### config.mk
export PLATFORM = sky130hd
export DESIGN_NAME = obi_to_axil_bridge
export DESIGN_NICKNAME = d
export VERILOG_FILES = /design/src/rtl/obi_to_axil_bridge_pkg.sv /design/src/rtl/axil_timeout_counter.sv /design/src/rtl/obi_to_axil_bridge.sv
export SDC_FILE = /design/constraint.sdc
export NUM_CORES = 1
export LEC_CHECK = 0
export ABC_AREA = 1
export CAP_MARGIN = 0
export CORE_MARGIN = 4
export CORE_UTILIZATION = 36
export DETAILED_ROUTE_END_ITERATION = 16
export PLACE_DENSITY = 0.84
export SLEW_MARGIN = 20
export SYNTH_ARGS = -nofsm -noshare
export SYNTH_HDL_FRONTEND = slang
export SYNTH_HIERARCHICAL = 1
export SYNTH_SLANG_ARGS = --single-unit
### constraint.sdc
create_clock -name clk_i -period 1.6 [get_ports clk_i]
set_clock_uncertainty 0.1 [all_clocks]
set_input_delay 0.24 -clock clk_i [delete_from_list [all_inputs] [get_ports clk_i]]
set_output_delay 0.24 -clock clk_i [all_outputs]
set_load 0.1 [all_outputs]
### src/rtl/obi_to_axil_bridge_pkg.sv
// Shared types and constants for the OBI to AXI4-Lite bridge.
package obi_to_axil_bridge_pkg;

    // Peripheral interconnect bus widths
    localparam int unsigned AXI4L_CONF_ADDR_WIDTH = 32;
    localparam int unsigned AXI4L_CONF_DATA_WIDTH = 32;

    typedef enum logic [2:0] {
        IDLE,
        WR_REQ,
        WR_RESP,
        RD_REQ,
        RD_RESP,
        RSP
    } obi_axil_state_e;

    localparam logic [1:0] AXI_RESP_OKAY   = 2'b00;
    localparam logic [1:0] AXI_RESP_SLVERR = 2'b10;
    localparam logic [1:0] AXI_RESP_DECERR = 2'b11;

    // Anything other than OKAY (SLVERR, DECERR, EXOKAY) is reported to the core as an error
    function automatic logic resp_is_err(input logic [1:0] resp);
        return resp != AXI_RESP_OKAY;
    endfunction

endpackage

### src/rtl/axil_timeout_counter.sv
// Watchdog counter for the bridge: counts busy cycles and flags when LIMIT-1 is reached.
module axil_timeout_counter #(
    parameter int unsigned LIMIT = 1024
) (
    input  logic clk_i,
    input  logic rst_ni,
    input  logic clear_i,
    input  logic en_i,
    output logic expired_o
);

    localparam int unsigned CNT_W = (LIMIT > 2) ? $clog2(LIMIT) : 1;
    localparam logic [CNT_W-1:0] LAST = CNT_W'(LIMIT - 1);

    logic [CNT_W-1:0] r_cnt;

    // Clear on a new transaction, count while waiting, hold once expired
    always_ff @(posedge clk_i) begin
        if (!rst_ni) begin
            r_cnt <= '0;
        end else if (clear_i) begin
            r_cnt <= '0;
        end else if (en_i && !expired_o) begin
            r_cnt <= r_cnt + CNT_W'(1);
        end
    end

    assign expired_o = (r_cnt == LAST);

endmodule

### src/rtl/obi_to_axil_bridge.sv
// OBI data port to single AXI4-Lite master, one outstanding transaction.
// Optional watchdog enabled by defining OBI_TO_AXIL_TIMEOUT_EN.
module obi_to_axil_bridge
    import obi_to_axil_bridge_pkg::*;
#(
    parameter int unsigned ADDR_WIDTH     = AXI4L_CONF_ADDR_WIDTH,
    parameter int unsigned DATA_WIDTH     = AXI4L_CONF_DATA_WIDTH,
    parameter logic [2:0]  AXI_PROT       = 3'b000,
    parameter int unsigned TIMEOUT_CYCLES = 1024
) (
    input  logic                    clk_i,
    input  logic                    rst_ni,
    // OBI slave side
    input  logic                    data_req_i,
    output logic                    data_gnt_o,
    input  logic [ADDR_WIDTH-1:0]   data_addr_i,
    input  logic                    data_we_i,
    input  logic [DATA_WIDTH/8-1:0] data_be_i,
    input  logic [DATA_WIDTH-1:0]   data_wdata_i,
    output logic                    data_rvalid_o,
    output logic [DATA_WIDTH-1:0]   data_rdata_o,
    output logic                    data_err_o,
    // AXI4-Lite master side
    output logic [ADDR_WIDTH-1:0]   m_awaddr_o,
    output logic [2:0]              m_awprot_o,
    output logic                    m_awvalid_o,
    input  logic                    m_awready_i,
    output logic [DATA_WIDTH-1:0]   m_wdata_o,
    output logic [DATA_WIDTH/8-1:0] m_wstrb_o,
    output logic                    m_wvalid_o,
    input  logic                    m_wready_i,
    input  logic [1:0]              m_bresp_i,
    input  logic                    m_bvalid_i,
    output logic                    m_bready_o,
    output logic [ADDR_WIDTH-1:0]   m_araddr_o,
    output logic [2:0]              m_arprot_o,
    output logic                    m_arvalid_o,
    input  logic                    m_arready_i,
    input  logic [DATA_WIDTH-1:0]   m_rdata_i,
    input  logic [1:0]              m_rresp_i,
    input  logic                    m_rvalid_i,
    output logic                    m_rready_o
);

    obi_axil_state_e r_state;
    obi_axil_state_e w_state_next;

    logic [ADDR_WIDTH-1:0]   r_addr;
    logic [DATA_WIDTH-1:0]   r_wdata;
    logic [DATA_WIDTH/8-1:0] r_be;
    logic [DATA_WIDTH-1:0]   r_rdata;
    logic                    r_err;
    logic                    r_aw_done;
    logic                    r_w_done;

    logic w_gnt;
    logic w_aw_hs;
    logic w_w_hs;
    logic w_b_hs;
    logic w_r_hs;
    logic w_timeout;

    assign w_gnt   = data_req_i & rst_ni & (r_state == IDLE);
    assign w_aw_hs = m_awvalid_o & m_awready_i;
    assign w_w_hs  = m_wvalid_o & m_wready_i;
    assign w_b_hs  = m_bready_o & m_bvalid_i;
    assign w_r_hs  = m_rready_o & m_rvalid_i;

`ifdef OBI_TO_AXIL_TIMEOUT_EN
    logic w_busy;
    logic w_expired;

    assign w_busy = (r_state == WR_REQ) | (r_state == WR_RESP) |
                    (r_state == RD_REQ) | (r_state == RD_RESP);

    axil_timeout_counter #(
        .LIMIT (TIMEOUT_CYCLES)
    ) u_timeout (
        .clk_i     (clk_i),
        .rst_ni    (rst_ni),
        .clear_i   (w_gnt),
        .en_i      (w_busy),
        .expired_o (w_expired)
    );

    assign w_timeout = w_busy & w_expired;
`else
    logic w_unused_timeout;

    assign w_unused_timeout = ^TIMEOUT_CYCLES;
    assign w_timeout        = 1'b0;
`endif

    // State register
    always_ff @(posedge clk_i) begin
        if (!rst_ni) begin
            r_state <= IDLE;
        end else begin
            r_state <= w_state_next;
        end
    end

    // Next-state logic; a timeout pre-empts every waiting state
    always_comb begin
        w_state_next = r_state;
        case (r_state)
            IDLE: begin
                if (w_gnt) begin
                    w_state_next = data_we_i ? WR_REQ : RD_REQ;
                end
            end
            WR_REQ: begin
                if (w_timeout) begin
                    w_state_next = RSP;
                end else if ((r_aw_done | w_aw_hs) & (r_w_done | w_w_hs)) begin
                    w_state_next = WR_RESP;
                end
            end
            WR_RESP: begin
                if (w_timeout || w_b_hs) begin
                    w_state_next = RSP;
                end
            end
            RD_REQ: begin
                if (w_timeout) begin
                    w_state_next = RSP;
                end else if (m_arready_i) begin
                    w_state_next = RD_RESP;
                end
            end
            RD_RESP: begin
                if (w_timeout || w_r_hs) begin
                    w_state_next = RSP;
                end
            end
            RSP:     w_state_next = IDLE;
            default: w_state_next = IDLE;
        endcase
    end

    // Output decode; AW and W valids retire independently via their done flags
    always_comb begin
        m_awvalid_o   = 1'b0;
        m_wvalid_o    = 1'b0;
        m_bready_o    = 1'b0;
        m_arvalid_o   = 1'b0;
        m_rready_o    = 1'b0;
        data_rvalid_o = 1'b0;
        case (r_state)
            WR_REQ: begin
                m_awvalid_o = ~r_aw_done & ~w_timeout;
                m_wvalid_o  = ~r_w_done & ~w_timeout;
            end
            WR_RESP: m_bready_o    = ~w_timeout;
            RD_REQ:  m_arvalid_o   = ~w_timeout;
            RD_RESP: m_rready_o    = ~w_timeout;
            RSP:     data_rvalid_o = 1'b1;
            default: ;
        endcase
    end

    // Request capture at grant, channel progress and response capture
    always_ff @(posedge clk_i) begin
        if (!rst_ni) begin
            r_addr    <= '0;
            r_wdata   <= '0;
            r_be      <= '0;
            r_rdata   <= '0;
            r_err     <= 1'b0;
            r_aw_done <= 1'b0;
            r_w_done  <= 1'b0;
        end else if (w_gnt) begin
            r_addr    <= data_addr_i;
            r_wdata   <= data_wdata_i;
            r_be      <= data_be_i;
            // Cleared here so writes and timeouts return zero read data
            r_rdata   <= '0;
            r_err     <= 1'b0;
            r_aw_done <= 1'b0;
            r_w_done  <= 1'b0;
        end else begin
            if (w_aw_hs) begin
                r_aw_done <= 1'b1;
            end
            if (w_w_hs) begin
                r_w_done <= 1'b1;
            end
            if (w_timeout) begin
                r_err <= 1'b1;
            end else if (w_b_hs) begin
                r_err <= resp_is_err(m_bresp_i);
            end else if (w_r_hs) begin
                r_rdata <= m_rdata_i;
                r_err   <= resp_is_err(m_rresp_i);
            end
        end
    end

    assign data_gnt_o   = w_gnt;
    assign data_rdata_o = r_rdata;
    assign data_err_o   = r_err & data_rvalid_o;

    assign m_awaddr_o = r_addr;
    assign m_awprot_o = AXI_PROT;
    assign m_wdata_o  = r_wdata;
    assign m_wstrb_o  = r_be;
    assign m_araddr_o = r_addr;
    assign m_arprot_o = AXI_PROT;

endmodule

==> reports/qor.txt, run 1 <==
Critical Path Stages = 4
Yosys warns = 6
Final max-slew violation count = 0
Startpoint types = flip-flop
Tmin final = 1730 ps
Synth Register Bits = 106
Required time of the critical path = 1260 ps
Delay-heaviest family, CP = flip-flops
Initial DRT Pass Iterations = 4
GP Congestion = 0.840
Fin worst setup slack = -131 ps
Rows = 37
WHS = 322 ps
Slowest cell on the critical path = dfxtp_4
Total Power = 15.0 mW
Worst path max stage delay = 430 ps
IO Port Bufs = 252
Die area = 12500 µm²
Hold Buf Count CTS = 0
Longest Clk Path Bufs = 2
Starting Density = 37.4%
Antenna diodes = 0
Layout overhead on the synthesized area = 112%
Final period utilization = 108%
Total GRT Usage = 23.9%
Cell Pwr Density = 1820 nW/µm²
Placed Area = 7850 µm²
Status = complete, but fails checks
Sequential-to-total area share from yosys stat = 54.5%
Vias/cell = 4.96
Fill cells = 595
CTS Sinks = 106
Nets = 752
Vias in the first global route = 4184
Violated checks = setup timing
Die height = 112 µm
Hold WC Path Type = in -> reg
Clk_lat worst skew = 360 ps
DRT iter0 DRCs = 171
VDD IR max = 0.982 mV
Crit-path cells = inv_6 > nor3_4 > and2_4 > buf_12
CTS tree = yes
Largest net degree at the start of global routing = 36
Worst Hold Depth = 3
Layout cells sized above 1 = 38.4%
CP endpoint kind = output pin
DR vias = 3869
GRT overflow = 0
First-pass GRT wire length = 23700 µm
Worst-path clk slew = 110 ps
Antenna Nets Post-Route = 0
Pleak = 3.30 nW
Non-Filler Instances = 780
Root buffer cell = clkbuf_8
# setup viols final = 7
DP HPWL = 12000 µm
F_max = 0.578 GHz
Max-Cap Viols = 0
# IOs = 259
Inserted Clock Buffers = 9
Finished Cell Area = 8240 µm²
Synth cell types = 23
CP max FO = 6
Inst Count DP = 750
Initial antenna violation count = 0
Reg2reg path depth = 7
Critical path type = reg -> out
RSZ-0062 raised after global routing = true
Routed WL = 15500 µm
Core ar. = 10400 µm²
CP bufs+invs = 2
Endpoints failing hold = 0
Width of the chip = 112 µm
Final core occ = 79.1%
H-tree Lvls = 3
WP data arrival = 1390 ps
DRC violation count after routing = 0
Avg WL per Cell = 19.9 µm
Synthesized instance count = 401
Syn avg cell area = 9.71 µm²
Post-Syn Area = 3890 µm²
-- worst paths after layout --
path,startpoint,end,slack (ps)
hold / removal,m_rdata_i[14],data_rdata_o[14],320
setup / recovery,r_state[2],data_err_o,-130
setup reg to reg,r_state[2],m_araddr_o[5],30
hold reg to reg,data_rdata_o[11],data_rdata_o[11],410
-- metal layers --
metal / part of all wire, % / GRT usage (%) / up-vias
met3: 7.3 / 6.96 / 35
met1: 37 / 25.5 / 1844
met2: 53 / 44.0 / 190
met4: 3.5 / 9.86 / 0
met5: 0 / 0 / -
li1: - / - / 1800
-- where the power goes --
group | switching, mW | leakage, nW | internal (mW)
logic | 5.99 | 2.33 | 3.46
registers | 0.726 | 0.880 | 3.16
clock network | 0.996 | 0.0945 | 0.645
-- cell type report --
type | count | area, µm² | area share (%)
inverter | 14 | 78.8 | 0.956
sequential | 106 | 2170 | 26.4
clock inverter | 6 | 57.6 | 0.698
multi-input combinational | 223 | 1360 | 16.5
timing repair buffer | 285 | 4270 | 51.8
clock buffer | 10 | 138 | 1.67
tap | 136 | 170 | 2.06
-- through the flow --
stage | setup TNS [ps] | setup WS, ps
2_1_floorplan | -16040 | -459
3_3_place_gp | -6440 | -124
3_5_place_dp | -9300 | -182
4_1_cts | -634 | -134
5_1_grt | -960 | -173
6_report | -574 | -131
-- cells by family (layout without fill, tap and decap cells) --
| logic type | after synthesis | in the layout | share of synthesized area, % |
|---|---|---|---|
| other | 1 | 6 | 0.0963 |
| AO/OA/AOI/OAI | 109 | 109 | 20.6 |
| flip-flops | 106 | 106 | 54.5 |
| buffers and inverters | 77 | 315 | 13.0 |
| AND/OR/NAND/NOR | 108 | 108 | 11.7 |
-- layout by cell type, fill, tap and decap left out, drive strengths merged, types with 3 or more instances in the layout --
cell type / netlist / routed
inv: 13 / 15
a22o: 68 / 68
clkdlybuf4s50: 0 / 112
buf: 57 / 172
nand2: 82 / 82
dfxtp: 106 / 106
a21oi: 38 / 38
nor2: 15 / 15
clkbuf: 6 / 11
conb: 1 / 6
nand3: 7 / 7
clkinvlp: 0 / 3
-- timing repair --
item	CTS	global route
gates resized for setup	15	8
buffers inserted	10	4
endpoints found under the hold margin	0	0
endpoints found under the setup margin	8	71
pin swaps	6	4
gates cloned	0	1
-- cell usage after synthesis, drive strengths merged --
master	number	share of area, %
dfxtp	106	54
nand2	82	8.2
a22o	68	15
buf	57	11
a21oi	38	4.9
nor2	15	1.6
inv	13	1.3
nand3	7	0.90
clkbuf	6	0.58
nor3	2	0.55
o21ai	2	0.26
and2	1	0.16
clkinv	1	0.13
conb	1	0.096
nand4	1	0.32
o21a	1	0.19
-- sequential cells by signal, summed over array words and instances (netlist names) --
signal,cells
r_aw_done,1
data_rdata_o,32
m_araddr_o,32
r_w_done,1
m_wdata_o,32
m_wstrb_o,4
r_state,3
r_err,1
-- tightest hold or removal path, delay by kind of cell --
| kind | cells | cell delay, ps |
|---|---|---|
| buffers and inverters | 1 | 390 |
| and+or+nand+nor | 1 | 70 |
| AOI/OAI and AO/OA | 1 | 60 |
Note: power is estimated with default switching activity, not from simulation.
==> run 2: changes to the inputs <==
--- a/config.mk
+++ b/config.mk
@@ -8,9 +8,9 @@
 export ABC_AREA = 1
 export CAP_MARGIN = 0
 export CORE_MARGIN = 4
-export CORE_UTILIZATION = 36
+export CORE_UTILIZATION = 25
 export DETAILED_ROUTE_END_ITERATION = 16
-export PLACE_DENSITY = 0.84
+export PLACE_DENSITY = 0.63
 export SLEW_MARGIN = 20
 export SYNTH_ARGS = -nofsm -noshare
 export SYNTH_HDL_FRONTEND = slang
==> reports/qor.txt, run 2 (same netlist as run 1, synthesis figures left out) <==
Status = complete, but fails checks
Violated checks = setup timing
Combinational power share = 59.6%
Final max-slew violation count = 0
Initial DRT Pass Iterations = 4
Antenna diodes = 0
Startpoint types = flip-flop
WHS = 347 ps
RSZ-0062 raised after global routing = true
Avg WL per Cell = 16.5 µm
Total Power = 15.6 mW
Starting Density = 25.5%
Fin worst setup slack = -115 ps
VDD IR max = 0.682 mV
Finished Cell Area = 8470 µm²
Longest Clk Path Bufs = 2
Core ar. = 15300 µm²
P_int = 7.98 mW
Nets = 756
Most frequent cells in the layout = 142 x buf_12, 112 x clkdlybuf4s50_1, 77 x nand2_1
Placed Area = 7990 µm²
F_max = 0.583 GHz
Antenna Nets Post-Route = 0
WP data arrival = 1380 ps
Max-Cap Viols = 0
Hold Buf Count CTS = 0
CP endpoint kind = output pin
DP HPWL = 11300 µm
Vias in the first global route = 3927
Inserted Clock Buffers = 9
Die height = 133 µm
Layout cells sized above 1 = 38.6%
# IOs = 259
Vias/cell = 4.41
Commonest non-fill, non-tap cell in the layout = buf_12
Inst Count DP = 834
Clk_lat worst skew = 340 ps
DRT iter0 DRCs = 149
GRT overflow = 0
Cell Pwr Density = 1840 nW/µm²
NetSw = 7.63 mW
Hold WC Path Type = in -> reg
Sw frac = 48.9%
Pleak = 3.37 nW
CTS tree = yes
Die area = 17600 µm²
First-pass GRT wire length = 21600 µm
Total GRT Usage = 15.4%
Layout overhead on the synthesized area = 118%
Tmin final = 1720 ps
CP max FO = 6
IO Port Bufs = 252
Clk pwr share = 15.8%
Routed WL = 14200 µm
H-tree Lvls = 3
DRC violation count after routing = 0
Worst Hold Depth = 3
Final period utilization = 107%
DR vias = 3786
GP Congestion = 0.797
Sequential fraction of design power = 24.6%
Root buffer cell = clkbuf_16
Required time of the critical path = 1260 ps
CTS Sinks = 106
Reg2reg path depth = 7
Non-Filler Instances = 859
Initial antenna violation count = 0
Critical path type = reg -> out
Rows = 45
Worst-path clk slew = 70 ps
# setup viols final = 7
Endpoints failing hold = 0
Largest net degree at the start of global routing = 40
Final core occ = 55.5%
Width of the chip = 133 µm
-- run 2: worst paths after layout --
path,startpoint,endpoint,slack (ps)
worst min-delay path,m_rdata_i[2],data_rdata_o[2],350
worst min register to register,data_rdata_o[20],data_rdata_o[20],400
worst max-delay path,r_state[2],data_err_o,-120
worst max register to register,r_state[0],data_rdata_o[7],80
-- run 2: per-stage QoR --
step	worst slack, ps	setup TNS [ps]
floorplan	-459	-16040
global placement	-99.3	-5620
detailed placement	-106	-7110
CTS	-158	-845
global route	-170	-973
finish	-115	-500
-- run 2: cell type report --
type / count / area (µm²)
inverter: 14 / 76.3
timing repair inverter: 1 / 8.76
tap: 211 / 264
sequential: 106 / 2170
clock inverter: 7 / 105
multi-input combinational: 223 / 1350
timing repair buffer: 288 / 4270
clock buffer: 9 / 225
fill: 1262 / 6780
-- run 2: layer usage --
layer  wire length, µm  track usage (%)
met4               282             5.72
met2              7230             26.7
met5                 0                0
met3              1170             5.51
met1              5530             17.3
-- run 2: what timing repair did --
action                     CTS  global route
cloned                       0             1
pin swaps                    3             2
setup buffers                4             5
setup endpoints to repair    8            68
resized for setup           13            11
-- run 2: worst max-delay path, cell delays in order (launching register included) --
cell and delay (ps):
dfxtp_4 410, inv_6 60, nor3_4 210, and2_4 180
buf_12 170
-- run 2: power by group through the flow --
stage               combinational, mW  sequential (mW)  clock (mW)
global placement                 8.98             3.87           0
finish                           9.31             3.85        2.46
CTS                              9.22             3.86        2.53
detailed placement               9.08             3.89           0
floorplan                        3.21             6.34           0
global route                     9.57             3.90        2.64
